$ cat src/rtl/instr_fetch_unit.sv
// Instruction fetch unit: fetches over a req/ack bus into a prefetch buffer that feeds decode.
// Optional macro ARVI_IFU_BYPASS_EN forwards an ack straight to decode when the buffer is empty.
`timescale 1ns/1ps
module instr_fetch_unit #(
  parameter logic [31:0] RESET_PC   = 32'h8000_0000,
  parameter int unsigned FIFO_DEPTH = 2
) (
  input  logic        i_clk,
  input  logic        i_rst,
  input  logic        i_Stall,
  input  logic        i_Redirect,
  input  logic [31:0] i_Redirect_PC,
  output logic [31:0] o_Instr,
  output logic [31:0] o_PC,
  output logic        o_Valid,
  output logic        o_Fetch_err,
  output logic        o_IBus_req,
  output logic [31:0] o_IBus_addr,
  input  logic        i_IBus_ack,
  input  logic [31:0] i_IBus_rdata,
  input  logic        i_IBus_err
);

  localparam int unsigned PTR_W = (FIFO_DEPTH > 2) ? $clog2(FIFO_DEPTH) : 1;
  localparam int unsigned CNT_W = PTR_W + 1;
  localparam logic [CNT_W-1:0] DEPTH_C = CNT_W'(FIFO_DEPTH);
  localparam logic [31:0] NOP = 32'h0000_0013;

  typedef enum logic [1:0] {
    ST_RUN     = 2'd0,
    ST_DISCARD = 2'd1,
    ST_HALT    = 2'd2
  } state_e;

  state_e           state_q, state_d;
  logic             req_q, req_d;
  logic [31:0]      pc_q, pc_d;
  logic [CNT_W-1:0] cnt_q, cnt_d;
  logic [PTR_W-1:0] rd_ptr_q, rd_ptr_d;
  logic [PTR_W-1:0] wr_ptr_q, wr_ptr_d;

  logic [31:0] mem_instr_q [FIFO_DEPTH];
  logic [31:0] mem_pc_q    [FIFO_DEPTH];
  logic        mem_err_q   [FIFO_DEPTH];

  logic        ack_s, empty_s, byp_s, valid_s, pop_s, buf_pop_s, push_s;
  logic [31:0] head_instr_s, head_pc_s, aligned_pc_s;
  logic        head_err_s;

  // req_q doubles as the single-outstanding flag, so a completion is req_q & ack
  assign ack_s        = req_q & i_IBus_ack;
  assign empty_s      = (cnt_q == {CNT_W{1'b0}});
  assign aligned_pc_s = i_Redirect_PC & 32'hFFFF_FFFC;

`ifdef ARVI_IFU_BYPASS_EN
  assign byp_s = empty_s & ack_s & ~i_Redirect;
`else
  assign byp_s = 1'b0;
`endif

  assign valid_s   = ~empty_s | byp_s;
  assign pop_s     = valid_s & ~i_Stall & ~i_Redirect;
  assign buf_pop_s = pop_s & ~empty_s;
  assign push_s    = ack_s & ~i_Redirect & ~(byp_s & ~i_Stall);

  // Head entry selection: bypassed bus data or buffer head
  always_comb begin
    head_instr_s = mem_instr_q[rd_ptr_q];
    head_pc_s    = mem_pc_q[rd_ptr_q];
    head_err_s   = mem_err_q[rd_ptr_q];
    if (byp_s) begin
      head_instr_s = i_IBus_rdata;
      head_pc_s    = pc_q;
      head_err_s   = i_IBus_err;
    end else begin
      head_instr_s = mem_instr_q[rd_ptr_q];
      head_pc_s    = mem_pc_q[rd_ptr_q];
      head_err_s   = mem_err_q[rd_ptr_q];
    end
  end

  assign o_Valid     = valid_s;
  assign o_Fetch_err = valid_s & head_err_s;
  assign o_Instr     = (valid_s & ~head_err_s) ? head_instr_s : NOP;
  assign o_PC        = valid_s ? head_pc_s : pc_q;
  assign o_IBus_req  = req_q;
  assign o_IBus_addr = pc_q;

  // Next-state: buffer bookkeeping, fetch PC and request FSM
  always_comb begin
    state_d  = state_q;
    req_d    = req_q;
    pc_d     = pc_q;
    cnt_d    = cnt_q;
    rd_ptr_d = rd_ptr_q;
    wr_ptr_d = wr_ptr_q;

    if (i_Redirect) begin
      cnt_d    = {CNT_W{1'b0}};
      rd_ptr_d = {PTR_W{1'b0}};
      wr_ptr_d = {PTR_W{1'b0}};
      pc_d     = aligned_pc_s;
    end else begin
      cnt_d    = cnt_q + CNT_W'(push_s) - CNT_W'(buf_pop_s);
      rd_ptr_d = rd_ptr_q + PTR_W'(buf_pop_s);
      wr_ptr_d = wr_ptr_q + PTR_W'(push_s);
      if (ack_s) begin
        pc_d = pc_q + 32'd4;
      end else begin
        pc_d = pc_q;
      end
    end

    case (state_q)
      ST_RUN: begin
        if (i_Redirect) begin
          // An unacked request cannot be recalled; its late ack must be swallowed
          if (req_q && !i_IBus_ack) begin
            state_d = ST_DISCARD;
            req_d   = 1'b0;
          end else begin
            state_d = ST_RUN;
            req_d   = 1'b1;
          end
        end else if (ack_s && i_IBus_err) begin
          state_d = ST_HALT;
          req_d   = 1'b0;
        end else if (req_q && !ack_s) begin
          req_d = 1'b1;
        end else begin
          req_d = (cnt_d < DEPTH_C);
        end
      end
      ST_DISCARD: begin
        if (i_IBus_ack) begin
          state_d = ST_RUN;
          req_d   = (cnt_d < DEPTH_C);
        end else begin
          state_d = ST_DISCARD;
          req_d   = 1'b0;
        end
      end
      ST_HALT: begin
        if (i_Redirect) begin
          state_d = ST_RUN;
          req_d   = 1'b1;
        end else begin
          state_d = ST_HALT;
          req_d   = 1'b0;
        end
      end
      default: begin
        state_d = ST_RUN;
        req_d   = 1'b0;
      end
    endcase
  end

  // Control state registers with synchronous reset
  always_ff @(posedge i_clk) begin
    if (i_rst) begin
      state_q  <= ST_RUN;
      req_q    <= 1'b0;
      pc_q     <= RESET_PC;
      cnt_q    <= {CNT_W{1'b0}};
      rd_ptr_q <= {PTR_W{1'b0}};
      wr_ptr_q <= {PTR_W{1'b0}};
    end else begin
      state_q  <= state_d;
      req_q    <= req_d;
      pc_q     <= pc_d;
      cnt_q    <= cnt_d;
      rd_ptr_q <= rd_ptr_d;
      wr_ptr_q <= wr_ptr_d;
    end
  end

  // Prefetch buffer storage; contents are qualified by cnt_q so need no reset
  always_ff @(posedge i_clk) begin
    if (push_s && !i_rst) begin
      mem_instr_q[wr_ptr_q] <= i_IBus_rdata;
      mem_pc_q[wr_ptr_q]    <= pc_q;
      mem_err_q[wr_ptr_q]   <= i_IBus_err;
    end
  end

endmodule

$ cat config.mk
export PLATFORM = sky130hd
export DESIGN_NAME = instr_fetch_unit
export DESIGN_NICKNAME = d
export VERILOG_FILES = /design/src/rtl/instr_fetch_unit.sv
export SDC_FILE = /design/constraint.sdc
export NUM_CORES = 1
export LEC_CHECK = 0
export CORE_UTILIZATION = 35
export CTS_BUF_LIST = sky130_fd_sc_hd__clkbuf_4 sky130_fd_sc_hd__clkbuf_8
export CTS_CLUSTER_DIAMETER = 80
export DETAILED_ROUTE_END_ITERATION = 6
export HOLD_SLACK_MARGIN = 0.12
export PLACE_DENSITY_LB_ADDON = 0.2
export SLEW_MARGIN = 10
export SYNTH_ARGS = -nofsm -noshare
export SYNTH_HDL_FRONTEND = slang
export SYNTH_SLANG_ARGS = --single-unit
$ cat constraint.sdc
create_clock -name i_clk -period 10.3 [get_ports i_clk]
set_clock_uncertainty 0.2 [all_clocks]
set_input_delay 2.06 -clock i_clk [delete_from_list [all_inputs] [get_ports i_clk]]
set_output_delay 2.06 -clock i_clk [all_outputs]
set_load 0.05 [all_outputs]
==> run metrics <==
status=finished, final reports clean; IO Port Bufs=162; Cells after Synth=568; WL/cell=17.7 um; initial drt markers=408; Ys Warns=0; clock buffer depth=2; initial antenna violation count=1; final max-slew violation count=0; Register Area=0.00453 mm2; total die area=0.0207 mm2; Final Core Density=47.3%; post-route cell area=0.00928 mm2; synth unique cells=47; crit path cell chain=mux2i_1 -> nand2_1 -> nor2_1 -> clkdlybuf4s50_1; post-route ant nets=0; most frequent cells in the layout=clkdlybuf4s50_1, edfxtp_1, nor2_1; Tot Pwr=1.37 mW; global-route wire length before repair=27600 um; Fin. Hold Viols=0; # setup viols final=0; Hold Path Class=flip-flop to flip-flop; Setup crit end kind=output pin; total grt overflow=0; area of the multi-input gates=0.00237 mm2; GRT Util Overall=17.7%; Final Cycle Share=54.9%; Setup crit start kind=flip-flop; RSZ-0062 raised after global routing=false; share of layout cells above drive strength 1=6.54%; Worst-Margin Slew=0.962 ns; clock root buffer=clkbuf_8; Starting Density=36.0%; Final #Nets=794; Cell Count, Final, Fillers Out=1000; most common cell after layout, fill and taps aside=clkdlybuf4s50_1; core footprint=0.0196 mm2; critical path required time=8.04 ns; hold buffers post-CTS=0; slowest cell on the critical path=clkdlybuf4s50_1; max frequency=0.177 GHz; post-DP HPWL=11600 um; setup TNS=0 ns; TritonCTS clock tree=yes; synthesis-to-layout area growth=31.6%; Cell Pwr Density=148 mW/mm2; Netlist Area Pre-Place=0.00705 mm2; worst vdd ir=0.0000860 V; CTS resizes=0; vias in the first global route=5242; Worst-Skew Late Latency=0.45 ns; area post-placement=0.00891 mm2; Relative slew margins=35.7%; register area share after synthesis=64.2%; FF+latch count, synth=163; crit-path max FO=29; Synth area leader=edfxtp_1; DR pass1 iterations=5; vias per inst=5.15; largest net degree at the start of global routing=64; largest cells by area after synthesis=edfxtp_1, dfxtp_1, mux2i_1; # IOs=169; Arrival @ worst endpoint=3.39 ns; Tmin final=5.65 ns; drt total wl=17700 um; Leakage=2.90 nW; Clock Sinks=163; via count=5151; clock input transition at the sequential cells of the worst setup and hold paths=0.09 ns; Max-Cap Viols=0; die height=144 um; Row Count=51; post-synthesis average cell area=12.4 um2; FILL cells=1796; GPL Wtd Cong=0.799; CP Class=flip-flop to output pin; H-tree depth=4; DIE WIDTH=144 um; postcts setup bufs=0; proportion of netlist area held by the largest area contributor=53.7%; critical path's largest stage delay=0.85 ns; Placed Cells=967; DRC=0; Num CTS Buffers=17
layer usage:
metal | share of wire, % | routed length [um] | up-vias | GRT usage (%)
li1 | - | - | 2457 | -
met1 | 43 | 7640 | 2479 | 22.0
met2 | 48 | 8430 | 188 | 29.0
met3 | 7.8 | 1390 | 27 | 5.83
met4 | 1.4 | 243 | 0 | 5.60
met5 | 0 | 0 | - | 0
critical path: cells and delay by family (launching register included):
family	cells	cell delay, ns
and+or+nand+nor	2	0.96
buffers and inverters	1	0.85
muxes	1	0.46
DFF	1	0.66
report_power, final:
part / switching, mW / total, mW / internal (mW)
Combinational: 0.123 / 0.195 / 0.0729
Clock: 0.255 / 0.427 / 0.172
Sequential: 0.0241 / 0.747 / 0.723
final cells by class:
| type | instances | area share, % |
|---|---|---|
| Clock buffer | 17 | 2.52 |
| Clock inverter | 15 | 1.38 |
| Inverter | 7 | 0.283 |
| Tap cell | 265 | 3.57 |
| Timing Repair Buffer | 166 | 17.8 |
| Antenna cell | 1 | 0.0270 |
| Multi-Input combinational cell | 366 | 25.6 |
| Sequential cell | 163 | 48.8 |
per-stage QoR:
stage,setup slack (ns),hold slack [ns]
2_1_floorplan,4.44,0.261
3_3_place_gp,5.03,0.282
3_5_place_dp,5.01,0.288
4_1_cts,4.49,0.290
5_1_grt,4.22,0.318
6_report,4.65,0.293
worst paths after layout:
path                                      from              end  slack [ns]  cells after the start
worst max register to register  o_IBus_addr[2]  o_IBus_addr[20]        7.54                      5
worst min-delay path                state_q[0]       state_q[1]        0.29                      1
worst min register to register      state_q[0]       state_q[1]        0.29                      1
worst max-delay path                  rd_ptr_q      o_Instr[29]        4.65                      4
synthesized netlist by cell type (all sizes together):
| master | count |
|---|---|
| edfxtp | 126 |
| nor2 | 70 |
| mux2i | 63 |
| nand2 | 51 |
| dfxtp | 37 |
| o21ai | 31 |
| clkbuf | 24 |
| nand3 | 14 |
| a311oi | 13 |
| or4 | 13 |
| nand4 | 12 |
| a211oi | 11 |
| buf | 11 |
| nor3 | 10 |
| o31ai | 10 |
| xnor2 | 9 |
| a21oi | 8 |
| and3 | 7 |
| inv | 7 |
| and4 | 5 |
| xor2 | 5 |
| ha | 3 |
| nor4 | 3 |
| o221ai | 3 |
| o41ai | 3 |
| or4b | 3 |
| and2 | 2 |
| or3 | 2 |
| a311o | 1 |
| a31oi | 1 |
| and3b | 1 |
| conb | 1 |
| nand4bb | 1 |
| nor2b | 1 |
| nor3b | 1 |
| nor4b | 1 |
| o21bai | 1 |
| o22a | 1 |
| or2 | 1 |
| xnor3 | 1 |
kinds of logic after synthesis:
logic type,Yosys count,share of synthesized area [%]
buf+inv,42,2.56
flops,163,64.2
other cells,1,0.0532
compound gates,83,7.83
xor+xnor,15,2.06
mux,63,8.95
fa+ha+maj,3,0.533
simple gates,198,13.8
registers in the layout, summed over array words and instances (netlist names):
signal	count
cnt_q	2
mem_err_q	2
mem_instr_q	64
mem_pc_q	60
o_IBus_addr	30
o_IBus_req	1
rd_ptr_q	1
state_q	2
wr_ptr_q	1
No activity file was read; power rests on OpenSTA's default activity.
